## src/rtl/mem_bus_arbiter.sv

```systemverilog
// mem_bus_arbiter
// Shares one memory/IO bus between two masters (M0 = core data port,
// M1 = DMA/debug loader). Round-robin, one transaction at a time: each
// accepted request is latched, held on the bus for LAT cycles and answered
// with a single-cycle ack. Every output comes straight from a register.
module mem_bus_arbiter #(
  parameter int ADDR_W = 32,
  parameter int DATA_W = 32,
  parameter int CTRL_W = 4,
  parameter int LAT    = 2
) (
  input  logic              clk,
  input  logic              rst_n,
  // master 0
  input  logic              m0_req_i,
  input  logic [ADDR_W-1:0] m0_addr_i,
  input  logic [CTRL_W-1:0] m0_ctrl_i,
  input  logic [DATA_W-1:0] m0_wd_i,
  input  logic              m0_we_i,
  output logic              m0_ack_o,
  output logic [DATA_W-1:0] m0_rdata_o,
  output logic              m0_gnt_o,
  // master 1
  input  logic              m1_req_i,
  input  logic [ADDR_W-1:0] m1_addr_i,
  input  logic [CTRL_W-1:0] m1_ctrl_i,
  input  logic [DATA_W-1:0] m1_wd_i,
  input  logic              m1_we_i,
  output logic              m1_ack_o,
  output logic [DATA_W-1:0] m1_rdata_o,
  output logic              m1_gnt_o,
  // shared bus
  output logic [ADDR_W-1:0] mem_addr_o,
  output logic [CTRL_W-1:0] mem_ctrl_o,
  output logic [DATA_W-1:0] mem_wd_o,
  output logic              mem_we_o,
  input  logic [DATA_W-1:0] mem_rd_i
);

  // A zero-length bus phase has no cycle in which read data could be sampled,
  // and the 4-bit down-counter cannot hold more than 15 bus cycles.
  if ((LAT < 1) || (LAT > 15)) begin : g_lat_check
    $error("mem_bus_arbiter: LAT must be in 1..15");
  end

  localparam logic [3:0] LAT_M1 = 4'(LAT - 1);

  typedef enum logic [1:0] {
    ST_IDLE   = 2'd0,
    ST_ACCESS = 2'd1,
    ST_RESP   = 2'd2
  } state_e;

  state_e              state_q,    state_d;
  logic [3:0]          cnt_q,      cnt_d;
  logic                last_q,     last_d;     // owner of the most recent grant
  logic                owner_q,    owner_d;    // 0 = M0, 1 = M1
  logic [ADDR_W-1:0]   mem_addr_q, mem_addr_d;
  logic [CTRL_W-1:0]   mem_ctrl_q, mem_ctrl_d;
  logic [DATA_W-1:0]   mem_wd_q,   mem_wd_d;
  logic                mem_we_q,   mem_we_d;   // also the latched direction
  logic                m0_ack_q,   m0_ack_d;
  logic                m1_ack_q,   m1_ack_d;
  logic [DATA_W-1:0]   m0_rdata_q, m0_rdata_d;
  logic [DATA_W-1:0]   m1_rdata_q, m1_rdata_d;
  logic                m0_gnt_q,   m0_gnt_d;
  logic                m1_gnt_q,   m1_gnt_d;

  logic                grant_vld;
  logic                grant_sel;

  // State and output registers; reset abandons any transaction in flight.
  always_ff @(posedge clk or negedge rst_n) begin
    if (!rst_n) begin
      state_q    <= ST_IDLE;
      cnt_q      <= 4'd0;
      last_q     <= 1'b1;                 // M0 wins the first tie
      owner_q    <= 1'b0;
      mem_addr_q <= {ADDR_W{1'b0}};
      mem_ctrl_q <= {CTRL_W{1'b0}};
      mem_wd_q   <= {DATA_W{1'b0}};
      mem_we_q   <= 1'b0;
      m0_ack_q   <= 1'b0;
      m1_ack_q   <= 1'b0;
      m0_rdata_q <= {DATA_W{1'b0}};
      m1_rdata_q <= {DATA_W{1'b0}};
      m0_gnt_q   <= 1'b0;
      m1_gnt_q   <= 1'b0;
    end else begin
      state_q    <= state_d;
      cnt_q      <= cnt_d;
      last_q     <= last_d;
      owner_q    <= owner_d;
      mem_addr_q <= mem_addr_d;
      mem_ctrl_q <= mem_ctrl_d;
      mem_wd_q   <= mem_wd_d;
      mem_we_q   <= mem_we_d;
      m0_ack_q   <= m0_ack_d;
      m1_ack_q   <= m1_ack_d;
      m0_rdata_q <= m0_rdata_d;
      m1_rdata_q <= m1_rdata_d;
      m0_gnt_q   <= m0_gnt_d;
      m1_gnt_q   <= m1_gnt_d;
    end
  end

  // Arbitration, bus sequencing and next values of every registered output.
  always_comb begin
    state_d    = state_q;
    cnt_d      = cnt_q;
    last_d     = last_q;
    owner_d    = owner_q;
    mem_addr_d = mem_addr_q;
    mem_ctrl_d = mem_ctrl_q;
    mem_wd_d   = mem_wd_q;
    mem_we_d   = mem_we_q;
    m0_ack_d   = 1'b0;
    m1_ack_d   = 1'b0;
    m0_rdata_d = m0_rdata_q;
    m1_rdata_d = m1_rdata_q;
    m0_gnt_d   = m0_gnt_q;
    m1_gnt_d   = m1_gnt_q;
    grant_vld  = 1'b0;
    grant_sel  = 1'b0;

    case (state_q)
      ST_IDLE: begin
        // On a tie the master that did not win last time goes next.
        if (m0_req_i && m1_req_i) begin
          grant_vld = 1'b1;
          grant_sel = ~last_q;
        end else if (m0_req_i) begin
          grant_vld = 1'b1;
          grant_sel = 1'b0;
        end else if (m1_req_i) begin
          grant_vld = 1'b1;
          grant_sel = 1'b1;
        end else begin
          grant_vld = 1'b0;
          grant_sel = 1'b0;
        end

        if (grant_vld) begin
          state_d    = ST_ACCESS;
          cnt_d      = LAT_M1;
          owner_d    = grant_sel;
          last_d     = grant_sel;
          mem_addr_d = grant_sel ? m1_addr_i : m0_addr_i;
          mem_ctrl_d = grant_sel ? m1_ctrl_i : m0_ctrl_i;
          mem_wd_d   = grant_sel ? m1_wd_i   : m0_wd_i;
          mem_we_d   = grant_sel ? m1_we_i   : m0_we_i;
          m0_gnt_d   = ~grant_sel;
          m1_gnt_d   = grant_sel;
        end else begin
          state_d    = ST_IDLE;
          mem_ctrl_d = {CTRL_W{1'b0}};
          mem_we_d   = 1'b0;
          m0_gnt_d   = 1'b0;
          m1_gnt_d   = 1'b0;
        end
      end

      ST_ACCESS: begin
        if (cnt_q == 4'd0) begin
          // Last bus cycle: capture read data, release the bus, ack next cycle.
          state_d    = ST_RESP;
          mem_ctrl_d = {CTRL_W{1'b0}};
          mem_we_d   = 1'b0;
          m0_ack_d   = ~owner_q;
          m1_ack_d   = owner_q;
          if (!mem_we_q && !owner_q) begin
            m0_rdata_d = mem_rd_i;
          end else if (!mem_we_q && owner_q) begin
            m1_rdata_d = mem_rd_i;
          end else begin
            m0_rdata_d = m0_rdata_q;
            m1_rdata_d = m1_rdata_q;
          end
        end else begin
          cnt_d = cnt_q - 4'd1;
        end
      end

      ST_RESP: begin
        // Ack is visible this cycle; no arbitration until back in IDLE.
        state_d  = ST_IDLE;
        m0_gnt_d = 1'b0;
        m1_gnt_d = 1'b0;
      end

      default: begin
        state_d    = ST_IDLE;
        mem_ctrl_d = {CTRL_W{1'b0}};
        mem_we_d   = 1'b0;
        m0_gnt_d   = 1'b0;
        m1_gnt_d   = 1'b0;
      end
    endcase
  end

  assign mem_addr_o = mem_addr_q;
  assign mem_ctrl_o = mem_ctrl_q;
  assign mem_wd_o   = mem_wd_q;
  assign mem_we_o   = mem_we_q;
  assign m0_ack_o   = m0_ack_q;
  assign m1_ack_o   = m1_ack_q;
  assign m0_rdata_o = m0_rdata_q;
  assign m1_rdata_o = m1_rdata_q;
  assign m0_gnt_o   = m0_gnt_q;
  assign m1_gnt_o   = m1_gnt_q;

endmodule

```

## config.mk

```make
export PLATFORM = sky130hd
export DESIGN_NAME = mem_bus_arbiter
export DESIGN_NICKNAME = d
export VERILOG_FILES = /design/src/rtl/mem_bus_arbiter.sv
export SDC_FILE = /design/constraint.sdc
export NUM_CORES = 1
export LEC_CHECK = 0
export BUFFER_PORTS_ARGS = -buffer_cell sky130_fd_sc_hd__clkbuf_2
export CORE_UTILIZATION = 45
export CTS_CLUSTER_DIAMETER = 60
export DETAILED_ROUTE_END_ITERATION = 8
export GPL_ROUTABILITY_DRIVEN = 0
export PLACE_DENSITY = 0.79
export RECOVER_POWER = 100
export SLEW_MARGIN = 20
export SYNTH_ARGS = -nofsm -noshare
export SYNTH_HDL_FRONTEND = slang
export SYNTH_SLANG_ARGS = --single-unit
export TNS_END_PERCENT = 30
```

## constraint.sdc

```tcl
create_clock -name clk -period 6.7 [get_ports clk]
set_input_delay 0.67 -clock clk [delete_from_list [all_inputs] [get_ports clk]]
set_output_delay 0.67 -clock clk [all_outputs]
set_load 0.02 [all_outputs]
```

==> out/metrics.cfg <==
[synthesis]
postSynthRegisterBits = 145
synthDistinctLibCells = 31
synth-warning-count = 0
synth_largest_area_cell = sky130_fd_sc_hd__dfrtp_1
synth_ff_type = sky130_fd_sc_hd__dfrtp_1
avgSynthCellArea_um2 = 13.4
yosys.area.top_type_share = 0.577
synthesized_nets = 643
synth_enable_flop_cells = 0
top_post_synthesis_cells_by_area = sky130_fd_sc_hd__dfrtp_1, sky130_fd_sc_hd__mux2i_1, sky130_fd_sc_hd__mux2_4
asyncSetResetFlopFracSynth = 1.00
synth_area_um2 = 6240
synthesized_instance_count = 467
synthTopCellsByCount = sky130_fd_sc_hd__dfrtp_1, sky130_fd_sc_hd__o21ai_0, sky130_fd_sc_hd__mux2i_1
synthMostInstantiatedCell = sky130_fd_sc_hd__dfrtp_1
synth_seq_area_share = 0.581

[worst_setup_path]
path_cells = or2_2 > clkbuf_1 > or2_2 > o21ai_0
critical_path.slowest_cell = sky130_fd_sc_hd__clkbuf_1
r2r.worst_path.cells = 4
library_cell_appearing_most_often_on_the_critical_path = sky130_fd_sc_hd__or2_2
crit_path_end_kind = flop
worstPathMaxFanout = 70
worstSetupStartpointType = flop
crit-reg2reg-launch = state_q[0]
timing_worst_setup_path_type = reg2reg
crit_path_to = mem_wd_o[18]
required_ps = 6940
r2r_end = mem_wd_o[18]
crit_start = state_q[0]
reg_to_reg_slack_setup_ps = 2980
arrival_ps = 3960
worst_path_largest_cell_delay_ps = 1950

[floorplan]
ios = 311
initial_utilization = 0.466
row_count = 42
floorplan.die.height_um = 120
dieArea_um2 = 14400
core_area_um2 = 13400
die_width_um = 120

[pwr]
leakage_nw = 3.92
switching_power_mw = 1.77
power.density_nw_per_um2 = 535
intPower_mw = 2.63
comb_power_share = 0.411
vdd_ir_drop_max_uv = 207
sw_frac_of_total = 0.402
proportion_of_power_drawn_by_flip_flops_and_latches = 0.354
power_frac_clock = 0.235

[outcome]
outcome = finished with violations
violations = capacitance limit, slew limit

[worst_hold_path]
timing.hold.worst_path_depth = 1
hold_class = reg2reg

[clocking]
path_clk_slew_ps = 60
post_cts_buffers = 0
cts_tree = done
clockBufferDepth = 2
htreeDepth = 4
worstSkewPairLatency_ps = 410
library_cell_used_as_clock_root_buffer = sky130_fd_sc_hd__clkbuf_16
tritoncts_num_sinks = 145
cts_hold_buffers = 0
post_cts.resized_instances = 0
cts_inserted_buffers = 17

[routing]
detailroute.via_count = 4988
first_pass_iters = 4
average_routed_wire_per_standard_cell_um = 17.4
dr.first_iter.drc_count = 249
wl_um = 16500
drc = 0
ant_nets = 0
viasPerCell = 5.25

[final_layout]
post_layout_nonfiller_instances = 951
synthToLayoutAreaGrowth_pct = 31.6
finish.net_count = 940
area.sequential_um2 = 3630
layout-drive-gt1-share = 0.314
fillers = 1169
num_antenna_cells = 0
multiInputGateArea_um2 = 2280

[sta]
max_freq_ghz = 0.269
tns_ps = 0
final_hold_vio_count = 0
final-max-slew-violation-count = 168
fin_crit_ps = 3720
finalClockSkew_ps = 6.91
timing.max_slew.rel_slack = -1.23
setup-violations-final = 0
finalCritPeriodShare = 0.555
rsz0062_at_grt = false
max_slew.worst_pin.slew_ps = 3350

[run]
drv_cap = 3

[grt]
grt_antenna_before_repair = 0
grt.overflow.total = 0
grt_first_pass_wirelength_um = 25900
grt_pass1_vias = 5056
grt_start_max_net_pins = 84
grt_util_all_layers = 0.231

[placement]
place_hpwl_um = 11900
dpl.cell_count = 921
io_buffers = 310

==> per-stage QoR <==
stage	worst slack [ps]	hold slack [ps]	cell area, um^2	utilization	power [mW]
2_1_floorplan	4520	374	6240	-	2.89
3_3_place_gp	4100	462	7870	0.588	3.50
3_5_place_dp	4000	472	7870	0.588	3.60
4_1_cts	4280	248	8520	0.636	4.64
5_1_grt	2610	480	8220	0.613	4.64
6_report	2980	481	8220	0.613	4.40
==> flip-flops by register name, summed over array words and instances, names as in the netlist <==
signal	count
mem_wd_o	32
m1_ack_o	1
mem_addr_o	32
m1_rdata_o	32
owner_q	1
m0_ack_o	1
m0_rdata_o	32
mem_we_o	1
m0_gnt_o	1
mem_ctrl_o	4
state_q	2
last_q	1
m1_gnt_o	1
cnt_q	4
==> layout by cell type (no fill, tap or decap), drive strengths merged, types with 3 or more instances in the layout <==
cell    count
clkbuf    334
dfrtp     144
o21ai      82
mux2       65
mux2i      47
o21a       25
a221o      24
inv         9
o22ai       6
bufinv      5
a21o        4
nor2        4
nand3       3
buf         3
==> routing by layer <==
metal | GRT usage | routed length (um)
met5 | 0 | 0
met4 | 0.0734 | 165
met3 | 0.0561 | 1050
met2 | 0.400 | 8620
met1 | 0.283 | 6670
==> kinds of logic after synthesis <==
kind of cell / after synthesis / synth area share
fa+ha+maj: 2 / 0.00401
buf+inv: 45 / 0.0369
flops: 145 / 0.581
compound gates: 143 / 0.147
mux: 112 / 0.211
simple gates: 20 / 0.0198
==> critical path, delay by kind of cell (launching register included) <==
kind | cells | cell delay, ps
buffers and inverters | 1 | 1950
AOI/OAI and AO/OA | 1 | 230
and+or+nand+nor | 2 | 1000
DFF | 1 | 370
==> cell type report <==
class,instances,share of cell area
clock inverter,9,0.0216
inverter,7,0.00320
tap,176,0.0268
multi-input combinational,277,0.277
sequential,145,0.442
timing repair buffer,316,0.172
clock buffer,21,0.0572
==> power groups by stage <==
stage | logic, mW | registers (mW) | clock network [mW]
3_3_place_gp | 1.96 | 1.55 | 0
6_report | 1.81 | 1.56 | 1.04
2_1_floorplan | 0.851 | 2.04 | 0
3_5_place_dp | 2.03 | 1.57 | 0
5_1_grt | 1.95 | 1.61 | 1.09
4_1_cts | 2.03 | 1.56 | 1.05
==> worst min path at each step <==
stage,start,end,slack [ps]
after floorplan,rst_n,cnt_q[0],370
after global placement,m1_gnt_o,m1_gnt_o,460
after detailed placement,m1_gnt_o,m1_gnt_o,470
after CTS,rst_n,m0_rdata_o[6],250
after global routing,m0_wd_i[3],mem_wd_o[3],480
final,m1_gnt_o,m1_gnt_o,480
Power figures use the tool's default switching activity.
